**config.mk**
```make
export PLATFORM = sky130hd
export DESIGN_NAME = node_nic
export DESIGN_NICKNAME = d
export VERILOG_FILES = /design/src/rtl/node_nic.sv
export SDC_FILE = /design/constraint.sdc
export NUM_CORES = 1
export LEC_CHECK = 0
export CORE_MARGIN = 2
export CORE_UTILIZATION = 35
export CTS_CLUSTER_DIAMETER = 200
export CTS_CLUSTER_SIZE = 24
export DETAILED_ROUTE_END_ITERATION = 8
export SKIP_LAST_GASP = 1
export SLEW_MARGIN = 20
export SYNTH_ARGS = -nofsm -noshare
export SYNTH_HDL_FRONTEND = slang
export SYNTH_SLANG_ARGS = --single-unit
```
**constraint.sdc**
```tcl
create_clock -name clk -period 3.7 [get_ports clk]
set_clock_uncertainty 0.05 [all_clocks]
set_input_delay 0.555 -clock clk [delete_from_list [all_inputs] [get_ports clk]]
set_output_delay 0.555 -clock clk [all_outputs]
set_load 0.01 [all_outputs]
```
**src/rtl/node_nic.sv**
```systemverilog
// -----------------------------------------------------------------------------
// node_nic
//   Node-side network interface for one router port.
//   TX path: packet FIFO from the node, serialised MSB-first into four bytes on
//            the put/payload link towards the router (zero-gap back-to-back).
//   RX path: bytes from the router are reassembled into packets and queued for
//            the node; truncated, overflowing and (optionally) misaddressed
//            packets are dropped and counted.
//
//   Packet layout: {sourceID[31:28], destID[27:24], data[23:0]}
//
//   Ports:
//     clk, rst_b                  clock, asynchronous active-low reset
//     pkt_in/_valid/_ready        node -> NIC packet handshake
//     free_outbound               router can take one whole packet
//     put_outbound, payload_outbound   serial byte stream to router
//     put_inbound, payload_inbound     serial byte stream from router
//     free_inbound                NIC can take one whole packet
//     pkt_out/_valid/_ready       NIC -> node packet handshake
//     rx_drop_count               saturating count of dropped RX packets
//
//   Build option: define NIC_DEST_CHECK_EN to drop received packets whose
//   destID differs from NODEID.
// -----------------------------------------------------------------------------
module node_nic #(
  parameter int NODEID    = 0,
  parameter int TXQ_DEPTH = 4,
  parameter int RXQ_DEPTH = 2
) (
  input  logic        clk,
  input  logic        rst_b,
  input  logic [31:0] pkt_in,
  input  logic        pkt_in_valid,
  output logic        pkt_in_ready,
  input  logic        free_outbound,
  output logic        put_outbound,
  output logic [7:0]  payload_outbound,
  input  logic        put_inbound,
  input  logic [7:0]  payload_inbound,
  output logic        free_inbound,
  output logic [31:0] pkt_out,
  output logic        pkt_out_valid,
  input  logic        pkt_out_ready,
  output logic [7:0]  rx_drop_count
);

  localparam int DATA_W = 32;
  localparam int TXA    = $clog2(TXQ_DEPTH);
  localparam int TXC    = TXA + 1;
  localparam int RXA    = $clog2(RXQ_DEPTH);
  localparam int RXC    = RXA + 1;
  localparam logic [3:0] NODE_ID4 = 4'(NODEID);
`ifdef NIC_DEST_CHECK_EN
  localparam bit DEST_CHECK = 1'b1;
`else
  localparam bit DEST_CHECK = 1'b0;
`endif

  function automatic logic [7:0] sat_inc8(input logic [7:0] v);
    return (v == 8'hFF) ? v : v + 8'd1;
  endfunction

  // ---------------------------------------------------------------------------
  // TX packet FIFO
  // ---------------------------------------------------------------------------
  logic [DATA_W-1:0] tx_mem [TXQ_DEPTH];
  logic [TXA-1:0]    tx_wr, tx_rd;
  logic [TXC-1:0]    tx_cnt;
  logic              tx_push, tx_pop;
  logic [DATA_W-1:0] tx_head;

  assign pkt_in_ready = (tx_cnt != TXC'(TXQ_DEPTH));
  assign tx_push      = pkt_in_valid && pkt_in_ready;
  assign tx_head      = tx_mem[tx_rd];

  always_ff @(posedge clk or negedge rst_b) begin
    if (!rst_b) begin
      tx_wr  <= '0;
      tx_rd  <= '0;
      tx_cnt <= '0;
    end else begin
      if (tx_push) tx_wr <= tx_wr + 1'b1;
      if (tx_pop)  tx_rd <= tx_rd + 1'b1;
      case ({tx_push, tx_pop})
        2'b10:   tx_cnt <= tx_cnt + 1'b1;
        2'b01:   tx_cnt <= tx_cnt - 1'b1;
        default: tx_cnt <= tx_cnt;
      endcase
    end
  end

  always_ff @(posedge clk) begin
    if (tx_push) tx_mem[tx_wr] <= pkt_in;
  end

  // ---------------------------------------------------------------------------
  // TX serialiser FSM (registered put/payload)
  // ---------------------------------------------------------------------------
  typedef enum logic {TX_IDLE, TX_SEND} tx_state_t;

  tx_state_t   tx_state, tx_state_nxt;
  logic [1:0]  tx_idx, tx_idx_nxt;
  logic        put_nxt;
  logic [7:0]  payload_nxt;
  logic [23:0] tx_sh, tx_sh_nxt;
  logic        tx_can_start;

  // free_outbound only matters at a packet boundary.
  assign tx_can_start = (tx_cnt != '0) && free_outbound;

  always_comb begin
    tx_state_nxt = tx_state;
    tx_idx_nxt   = tx_idx;
    put_nxt      = put_outbound;
    payload_nxt  = payload_outbound;
    tx_sh_nxt    = tx_sh;
    tx_pop       = 1'b0;
    case (tx_state)
      TX_IDLE: begin
        if (tx_can_start) begin
          tx_pop       = 1'b1;
          tx_state_nxt = TX_SEND;
          tx_idx_nxt   = 2'd0;
          put_nxt      = 1'b1;
          payload_nxt  = tx_head[31:24];
          tx_sh_nxt    = tx_head[23:0];
        end
      end
      TX_SEND: begin
        if (tx_idx != 2'd3) begin
          tx_idx_nxt  = tx_idx + 2'd1;
          payload_nxt = tx_sh[23:16];
          tx_sh_nxt   = {tx_sh[15:0], 8'h00};
        end else if (tx_can_start) begin
          // Next packet follows directly after byte3 with no idle cycle.
          tx_pop      = 1'b1;
          tx_idx_nxt  = 2'd0;
          payload_nxt = tx_head[31:24];
          tx_sh_nxt   = tx_head[23:0];
        end else begin
          tx_state_nxt = TX_IDLE;
          tx_idx_nxt   = 2'd0;
          put_nxt      = 1'b0;
          payload_nxt  = 8'h00;
        end
      end
      default: tx_state_nxt = TX_IDLE;
    endcase
  end

  always_ff @(posedge clk or negedge rst_b) begin
    if (!rst_b) begin
      tx_state         <= TX_IDLE;
      tx_idx           <= 2'd0;
      put_outbound     <= 1'b0;
      payload_outbound <= 8'h00;
    end else begin
      tx_state         <= tx_state_nxt;
      tx_idx           <= tx_idx_nxt;
      put_outbound     <= put_nxt;
      payload_outbound <= payload_nxt;
    end
  end

  always_ff @(posedge clk) begin
    tx_sh <= tx_sh_nxt;
  end

  // ---------------------------------------------------------------------------
  // RX deserialiser
  // ---------------------------------------------------------------------------
  logic [1:0]        rx_bcnt;
  logic [23:0]       rx_acc;
  logic [DATA_W-1:0] rx_pkt;
  logic              rx_assembling, rx_complete, rx_trunc, rx_dest_ok;
  logic              rx_full, rx_push, rx_pop, rx_drop;

  assign rx_assembling = (rx_bcnt != 2'd0);
  assign rx_pkt        = {rx_acc, payload_inbound};
  assign rx_complete   = put_inbound && (rx_bcnt == 2'd3);
  assign rx_trunc      = !put_inbound && rx_assembling;
  assign rx_dest_ok    = !DEST_CHECK || (rx_pkt[27:24] == NODE_ID4);
  // A pop on the same edge frees a slot for the completing packet.
  assign rx_push       = rx_complete && rx_dest_ok && (!rx_full || rx_pop);
  assign rx_drop       = rx_trunc || (rx_complete && !rx_push);

  always_ff @(posedge clk or negedge rst_b) begin
    if (!rst_b) begin
      rx_bcnt       <= 2'd0;
      rx_drop_count <= 8'h00;
    end else begin
      // Counter wraps 3 -> 0 on the completing byte; a gap mid-packet aborts.
      rx_bcnt <= put_inbound ? rx_bcnt + 2'd1 : 2'd0;
      if (rx_drop) rx_drop_count <= sat_inc8(rx_drop_count);
    end
  end

  always_ff @(posedge clk) begin
    if (put_inbound) rx_acc <= {rx_acc[15:0], payload_inbound};
  end

  // ---------------------------------------------------------------------------
  // RX packet FIFO
  // ---------------------------------------------------------------------------
  logic [DATA_W-1:0] rx_mem [RXQ_DEPTH];
  logic [RXA-1:0]    rx_wr, rx_rd;
  logic [RXC-1:0]    rx_cnt;

  assign rx_full       = (rx_cnt == RXC'(RXQ_DEPTH));
  assign pkt_out_valid = (rx_cnt != '0);
  assign pkt_out       = rx_mem[rx_rd];
  assign rx_pop        = pkt_out_valid && pkt_out_ready;
  // A packet in progress already owns a slot.
  assign free_inbound  = (rx_cnt + RXC'(rx_assembling)) < RXC'(RXQ_DEPTH);

  always_ff @(posedge clk or negedge rst_b) begin
    if (!rst_b) begin
      rx_wr  <= '0;
      rx_rd  <= '0;
      rx_cnt <= '0;
    end else begin
      if (rx_push) rx_wr <= rx_wr + 1'b1;
      if (rx_pop)  rx_rd <= rx_rd + 1'b1;
      case ({rx_push, rx_pop})
        2'b10:   rx_cnt <= rx_cnt + 1'b1;
        2'b01:   rx_cnt <= rx_cnt - 1'b1;
        default: rx_cnt <= rx_cnt;
      endcase
    end
  end

  always_ff @(posedge clk) begin
    if (rx_push) rx_mem[rx_wr] <= rx_pkt;
  end

endmodule

```
# --- After elaboration in Yosys (flattened, before gate mapping) ---
# Memories as Yosys holds them, arrays and structs flattened.
# Index checks and enable logic that the tools add are counted.
word_totals:
  reg_bits: 81
  latchBits: 0
  mem_bits_rw: 192
  mem_bits_ro: 0
  out_inout_bits: 52
  elab_cells: 88
  mem_count: 2
classes:
  add_sub_neg: 12
  multipliers: 0
  div_mod_pow: 0
  order_cmp: 1
  n_eq_ne: 12
  shifts: 0
  n_mux: 26
  bitwise: 2
  n_reduce_logical: 19
mem_list:
  columns: ["name", "depth", "width", "rd", "rd_ports_with_merged_regs", "wr", "line_no", "rtl"]
  rows:
  - ["tx_mem", 4, 32, 1, 0, 1, "66", "logic [DATA_W-1:0] tx_mem [TXQ_DEPTH];"]
  - ["rx_mem", 2, 32, 1, 0, 1, "205", "logic [DATA_W-1:0] rx_mem [RXQ_DEPTH];"]
ops:
  columns: ["operator", "count"]
  rows:
  - ["$mux 24", 2]
  - ["$pmux 24 s2", 1]
  - ["$mux 8", 3]
  - ["$pmux 8 s2", 1]
  - ["$add 2x1->2 const B", 5]
  - ["$mux 1", 10]
  - ["$add 8x1->8 const B", 1]
  - ["$eq 2x2->1 const B", 4]
  - ["$eq 8x8->1 const B", 1]
  - ["$ne 2x2->1 const B", 4]
  - ["$pmux 2 s2", 2]
  - ["$reduce_bool 2->1", 4]
  - ["$logic_and 1x1->1", 7]
  - ["$mux 2", 3]
  - ["$pmux 1 s2", 3]
  - ["$pmux 3 s2", 1]
  - ["$eq 2x1->1 const B", 2]
  - ["$add 3x1->3 const B", 1]
  - ["$logic_not 1->1", 3]
  - ["$ne 3x3->1 const B", 1]
  - ["$reduce_and 3->1", 1]
  - ["$reduce_bool 3->1", 1]
  - ["$sub 3x1->3 const B", 1]
  - ["$add 1x1->1 const B", 2]
  - ["6 further kinds", 8]

# --- Depth between registers and ports, before layout ---
# Gate-level depths: netlist of run 1.
logic_depth:
  word_depth: 8
  depth_mapped: 10
  ltp_nobuf: 10

# --- Worst setup path before layout of run 1 ---
# OpenSTA, ideal clock, no wires.
synth_path:
  path_type: "input to register"
  from: "input port pkt_out_ready"
  to: "memory rx_mem[0][0], enable pin"
  setup_time_ns: 0.421
  arrival_time_ns: 2.210
  required_time_ns: 3.229
  slack_ns: 1.019
  cell_stages: 3
  n_path_buf: 0
  path_cell_list: "or3b_4 -> nand3_1 -> nor2_1"
synth_via:
  elab_chain_cells: 5
synth_rtl:
  columns: ["item", "line_no", "rtl"]
  rows:
  - ["start, declared", "43", "input logic pkt_out_ready,"]
  - ["$logic_and 1x1->1", "212", "assign rx_pop = pkt_out_valid && pkt_out_ready;"]
  - ["$logic_or 1x1->1", "184", "assign rx_push = rx_complete && rx_dest_ok && (!rx_full || rx_pop);"]
  - ["$logic_and 1x1->1", "184", null]
  - ["$mux 1", "233", "if (rx_push) rx_mem[rx_wr] <= rx_pkt;"]
  - ["$mux 1 (implied by the code)", "233", null]
  - ["end, declared", "205", null]
# No other way between the ends.

# --- Worst setup path in the final report of run 1 ---
layout_path:
  from: "register rx_rd"
  to: "output port pkt_out[16]"
layout_via:
  elab_chain_cells: 1
layout_rtl:
  columns: ["item", "line_no", "rtl"]
  rows:
  - ["start, declared", "206", "logic [RXA-1:0] rx_wr, rx_rd;"]
  - ["start signal, assigned", "223", "if (rx_pop) rx_rd <= rx_rd + 1'b1;"]
  - ["$mem_v2 2x32", null, null]
  - ["end, declared", "41", "output logic [31:0] pkt_out,"]
# No other way between the ends.

==> out/results.tsv, run 1 <==
stage	metric	value	unit
floorplan	DIE AREA	30600	µm²
sta	final setup vio count	0	
grt	initial antenna violation count	0	
cells_and_area	nets@finish	730	
min_path	worst hold path class	input port to async pin	
logic_synthesis	number of synthesized flops with an enable pin	216	
setup_path	critical path type	register to output port	
route	First DRT Iteration DRCs	309	
cells_and_area	Reg area	7790	µm²
cts	# Post-CTS Setup Buffers	0	
cts	Clk pin slew, worst setup/hold paths	0.10	ns
grt	largest net degree at the start of global routing	37	
route	post-DR wirelength/cell	17.7	µm
floorplan	die height	175	µm
grt	first-pass GRT wire length	29.7	mm
grt	Remaining Overflow, GRT	0	
sta	Final Hold Viols	1	
floorplan	core area	28700	µm²
sta	Tcrit/Tclk final	73.6	%
route	DRC Markers	0	
cts	post_cts resized	0	
route	Detailed Route WL	18.8	mm
setup_path	RR Endpoint	tx_cnt[2]	
cts	H-tree depth	1	
logic_synthesis	Mapped Avg Cell Area	17.9	µm²
sta	RSZ-0062 raised after global routing	no	
setup_path	FF-to-FF setup slack	1.34	ns
cells_and_area	footprint of the multi-input gates	2290	µm²
floorplan	# IOs	98	
cells_and_area	layout cell share with drive strength beyond 1	15.7	%
cts	TritonCTS clock tree	yes	
outcome	failing checks	negative hold slack	
setup_path	crit path from	rx_rd	
logic_synthesis	net count after synthesis	629	
setup_path	endpoint class of the critical path	output port	
sta	Slew Limit Headroom	39.6	%
route	Via Count	5131	
grt	All-Layer GR Usage	12.3	%
cts	Bufs on Longest Clock Path	3	
power	maximum vdd drop	0.500	mV
route	vias per std cell	4.82	
setup_path	r2r worst-path depth	9	
cells_and_area	P&R area growth vs syn	18.3	%
cts	CTS sink count	273	
floorplan	Initial Util	35.6	%
cts	worst skew pair latency	0.48	ns
cts	CTS root buffer	clkbuf_16	
logic_synthesis	#FFs+latches synth	273	
logic_synthesis	synth unique cells	39	
cts	CTS Buf Count	15	
placed_design	RD Place Congestion	0.755	
setup_path	FF-to-FF Start	tx_idx[0]	
setup_path	arrival time of the worst setup path	2.12	ns
logic_synthesis	ys flop type	edfxtp_1	
sta	Fin Hold WS	-0.000109	ns
cells_and_area	fill count	2581	
outcome	outcome	complete, but fails checks	
logic_synthesis	yosys warns	0	
power	Pleak	4.12	nW
setup_path	element type at the critical path start	register	
route	drt first pass iters	6	
placed_design	hpwl dp	11.6	mm
sta	Worst Tran Pin Value	0.906	ns
grt	vias in the first global route	5377	
route	Post-DRT Antenna Nets	0	
run	max cap viols	0	
sta	minimum clock period	2.72	ns
setup_path	Worst Path Max Fanout	33	
placed_design	I/O Buffers	97	
logic_synthesis	Mapped Cells	572	
logic_synthesis	register area share after synthesis	76.2	%
sta	setup TNS	0	ns
floorplan	Rows	62	
cells_and_area	ant diodes	0	
sta	Fmax	0.367	GHz
power	pwr dens	716	nW/µm²
setup_path	Worst EP required	3.09	ns
floorplan	Die Wd	175	µm
sta	fin. max-slew vios	0	
logic_synthesis	synthesized area	10200	µm²
cts	hold buffers post-CTS	0	
logic_synthesis	async set-reset flop share out of synthesis	12.1	%
synthesized netlist by cell type, types with 3 or more instances:
cell | count | area (µm²)
inv_1 | 11 | 41.3
mux4_2 | 32 | 721
dfrtp_1 | 33 | 826
and2_1 | 3 | 18.8
nand3_1 | 4 | 20.0
a32oi_1 | 8 | 70.1
o211ai_1 | 8 | 60.1
mux2_2 | 33 | 372
nor2b_1 | 4 | 25.0
and3_1 | 8 | 50.1
xnor2_1 | 10 | 87.6
nor2_1 | 23 | 86.3
buf_2 | 9 | 45.0
ha_1 | 10 | 125
dfxtp_1 | 24 | 480
edfxtp_1 | 216 | 6490
a21oi_1 | 45 | 225
xor2_1 | 5 | 43.8
clkbuf_1 | 14 | 52.6
nand2_1 | 51 | 191
worst max path at each step:
stage / cells after the start / to / slack [ns]
final: 3 / pkt_out[16] / 0.98
after global routing: 3 / pkt_out[17] / 0.85
after CTS: 3 / pkt_out[17] / 0.93
after detailed placement: 9 / tx_cnt[2] / 1.04
after global placement: 9 / tx_cnt[2] / 1.14
after floorplan: 3 / rx_mem[0][0] / 1.02
layer usage:
metal	up-vias	GRT usage (%)	part of all wire (%)
li1	2378	-	-
met1	2621	16.3	44
met2	109	21.3	50
met3	23	1.87	4.2
met4	0	3.09	1.8
met5	-	0	0
cells in the final DEF, fill, tap and decap left out, drive strengths merged, types with 2 or more instances in the layout:
| cell | Yosys | final |
|---|---|---|
| and3 | 8 | 8 |
| edfxtp | 216 | 216 |
| xor2 | 5 | 5 |
| clkbuf | 14 | 24 |
| a21oi | 45 | 45 |
| o22ai | 2 | 2 |
| nor2 | 23 | 23 |
| inv | 11 | 12 |
| nand3 | 4 | 4 |
| nand2 | 52 | 52 |
| dfrtp | 33 | 33 |
| ha | 10 | 10 |
| a32oi | 8 | 8 |
| o211ai | 8 | 8 |
| and2 | 3 | 3 |
| mux4 | 32 | 32 |
| mux2i | 2 | 2 |
| mux2 | 35 | 35 |
| nand4 | 2 | 2 |
| dfxtp | 24 | 24 |
| xnor2 | 10 | 10 |
| buf | 12 | 14 |
| nor2b | 4 | 4 |
| clkdlybuf4s50 | 0 | 96 |
registers in the layout, indices dropped and copies added (netlist names):
signal	flops
rx_bcnt	2
payload_outbound	8
rx_mem	64
tx_state	1
rx_drop_count	8
tx_mem	128
rx_cnt	2
rx_wr	1
rx_rd	1
put_outbound	1
tx_idx	2
tx_rd	2
tx_wr	2
tx_sh	24
tx_cnt	3
rx_acc	24
critical path: stages, from the launching register on:
cell and delay, ns:
dfrtp_1 0.34, buf_4 0.39, mux2_2 0.41, clkdlybuf4s50_1 0.49
final cells by class:
type,instances,share of cell area (%)
timing repair buffer,110,8.79
multi-input combinational,262,19.0
clock inverter,1,0.134
clock buffer,24,3.38
sequential,273,64.4
tap,384,3.97
inverter,11,0.341
metrics by stage:
step / std cells / total power, W / worst slack [ns] / utilization, % / instance area [µm²]
floorplan: 572 / 0.00606 / 1.02 / - / 10200
global placement: 1040 / 0.00701 / 1.14 / 40.7 / 11700
detailed placement: 1040 / 0.00710 / 1.04 / 40.7 / 11700
CTS: 1065 / 0.00881 / 0.934 / 42.2 / 12100
global route: 1065 / 0.00919 / 0.848 / 42.2 / 12100
finish: 1065 / 0.00867 / 0.975 / 42.2 / 12100
kinds of logic (layout without fill, tap and decap cells):
| kind of cell | count (synthesis) | after routing | share of synthesized area [%] |
|---|---|---|---|
| flops | 273 | 273 | 76.2 |
| buf+inv | 37 | 146 | 1.54 |
| xor+xnor | 15 | 15 | 1.28 |
| compound gates | 67 | 67 | 4.05 |
| mux | 69 | 69 | 11.1 |
| fa+ha+maj | 11 | 11 | 1.42 |
| simple gates | 100 | 100 | 4.39 |
report_power, final:
group | internal, W | total [W] | switching [W]
logic | 0.00129 | 0.00257 | 0.00128
registers | 0.00396 | 0.00440 | 0.000442
clock network | 0.000779 | 0.00169 | 0.000915
total | 0.00603 | 0.00867 | 0.00264
Note: power is estimated with default switching activity, not from simulation.
==> run 2, diff against run 1 <==
==> constraint.sdc (replaced) <==
create_clock -name clk -period 2.55 [get_ports clk]
set_clock_uncertainty 0.05 [all_clocks]
set_input_delay 0.3825 -clock clk [delete_from_list [all_inputs] [get_ports clk]]
set_output_delay 0.3825 -clock clk [all_outputs]
set_load 0.01 [all_outputs]
==> run 2 against run 1 <==
Effect of this change: the run now ends clean; sequential share of layout area fell by 0.72 points; register-to-register slack lost 1.1 ns; power rose by 47%; die area is the same; critical path depth did not move; design area rose by 1.1%; combinational power up 59%; largest cell class unchanged; largest power group unchanged; highest routed layer unchanged.
==> out/results.tsv, run 2 (same netlist as run 1, synthesis figures left out) <==
stage	metric	value	unit	change
cells_and_area	most frequent cells in the layout	edfxtp_1 (216), clkdlybuf4s50_1 (96), nand2_1 (51)		
setup_path	Worst Path Max Fanout	33		unchanged
setup_path	Worst EP required	2.12	ns	-0.97 ns
floorplan	DIE AREA	30600	µm²	unchanged
grt	All-Layer GR Usage	12.3	%	-0.021 points
setup_path	endpoint class of the critical path	output port		
cells_and_area	fin cells	1071		+0.56%
cts	Clk pin slew, worst setup/hold paths	0.09	ns	about the same
cells_and_area	max reg flops	128		unchanged
power	Pleak	4.18	nW	+1.4%
placed_design	hpwl dp	11.4	mm	-1.3%
cells_and_area	P&R area growth vs syn	19.6	%	
run	max cap viols	0		unchanged
floorplan	core area	28700	µm²	unchanged
grt	met2 usage in global routing	21.2	%	-0.12 points
floorplan	Initial Util	35.6	%	unchanged
cells_and_area	commonest non-fill, non-tap cell in the layout	edfxtp_1		
cts	TritonCTS clock tree	yes		
sta	fin. max-slew vios	0		unchanged
route	vias per std cell	4.80		-0.41%
cells_and_area	Reg with most FFs	tx_mem		
cts	CTS sink count	273		unchanged
cells_and_area	largest registers	tx_mem (128), rx_mem (64)		
floorplan	Die Wd	175	µm	unchanged
cts	worst skew pair latency	0.49	ns	about the same
sta	Slew Limit Headroom	63.4	%	+24 points
power	pwr dens	1040	nW/µm²	+46%
grt	initial antenna violation count	1		+1
sta	Final Hold Viols	0		-1
grt	met3 Use GR	1.81	%	-0.065 points
placed_design	RD Place Congestion	0.689		-8.7%
min_path	worst hold path class	input port to async pin		
cts	H-tree depth	1		unchanged
sta	final setup vio count	0		unchanged
route	Post-DRT Antenna Nets	0		unchanged
floorplan	die height	175	µm	unchanged
grt	Remaining Overflow, GRT	0		unchanged
outcome	outcome	completed		
cts	CTS Buf Count	15		unchanged
route	DRC Markers	0		unchanged
cells_and_area	final core occ	42.6	%	+0.47 points
cells_and_area	Finished Cell Area	12200	µm²	+1.1%
setup_path	element type at the critical path start	register		
route	First DRT Iteration DRCs	289		-6.5%
route	drt first pass iters	4		-2
grt	GR peak layer	met2		
power	maximum vdd drop	0.497	mV	-0.62%
sta	Fmax	0.418	GHz	
cells_and_area	nets@finish	734		+0.55%
route	Detailed Route WL	19.0	mm	+0.81%
floorplan	# IOs	98		unchanged
grt	largest net degree at the start of global routing	37		unchanged
route	Via Count	5139		+0.16%
cts	hold buffers post-CTS	0		unchanged
grt	global routing usage on met1	16.5	%	+0.24 points
sta	Worst Tran Pin Value	0.549	ns	-0.357 ns
floorplan	Rows	62		unchanged
setup_path	critical path type	register to output port		
placed_design	DP Area	11800	µm²	+1.0%
sta	Tcrit/Tclk final	93.8	%	
cts	CTS root buffer	clkbuf_16		
grt	first-pass GRT wire length	29.7	mm	about the same
cells_and_area	layout cell share with drive strength beyond 1	16.0	%	+0.32 points
sta	minimum clock period	2.39	ns	
placed_design	DP Cell Count	1044		+0.38%
power	Pwr Total	0.0128	W	+47%
grt	vias in the first global route	5323		-1.0%
placed_design	I/O Buffers	97		unchanged
cts	Bufs on Longest Clock Path	3		unchanged
sta	RSZ-0062 raised after global routing	no		
route	post-DR wirelength/cell	17.7	µm	+0.25%
setup_path	arrival time of the worst setup path	1.96	ns	-0.16 ns
-- run 2: power breakdown --
| group | switching (W) | internal [W] | leakage, nW | total [W] |
|---|---|---|---|---|
| logic | 0.00209 | 0.00199 | 1.39 | 0.00408 |
| registers | 0.000457 | 0.00575 | 2.58 | 0.00620 |
| clock network | 0.00134 | 0.00114 | 0.207 | 0.00248 |
-- run 2: per-stage QoR --
stage          hold WS, ns  setup TNS (ns)  setup slack, ns
2_1_floorplan       0.0369           -6.56           -0.102
5_1_grt              0.281               0           0.0240
3_3_place_gp         0.374               0            0.250
6_report             0.262               0            0.158
3_5_place_dp         0.385               0           0.0425
4_1_cts              0.262               0            0.101
-- run 2: path summary, 6_finish.rpt --
check                                     end  cells after the start  slack, ns       start
worst max-delay path               pkt_out[9]                      3       0.16       rx_rd
worst min-delay path                    rx_rd                      2       0.26       rst_b
worst max register to register      tx_cnt[2]                     10       0.21   tx_cnt[0]
min in group clk                rx_mem[0][26]                      0       0.40  rx_acc[18]
worst min register to register  rx_mem[0][26]                      0       0.40  rx_acc[18]
max in group asynchronous            tx_rd[0]                      2       1.85       rst_b
-- run 2: cell type report --
cell class	count	area, µm²
Fill cell	2586	16500
Sequential cell	273	7790
Multi-Input combinational cell	262	2290
Timing Repair Buffer	114	1190
Tap cell	384	480
Clock buffer	24	409
Inverter	11	41.3
Clock inverter	2	25.0
Antenna cell	1	2.50
-- run 2: worst max-delay path, cell delays in order, from the launching register on --
cell             delay (ns)
dfrtp_1                0.38
buf_12                 0.22
mux2_2                 0.39
clkdlybuf4s50_1        0.48
-- run 2: routing by layer --
layer | share of wire, % | up-vias
met4 | 1.5 | 0
met5 | 0 | -
met3 | 3.3 | 16
li1 | - | 2384
met2 | 50 | 103
met1 | 45 | 2636
-- run 2: what timing repair did --
item	4_1_cts	5_1_grt
resized for setup	0	1
endpoints found under the setup margin	0	1
buffers inserted	0	0
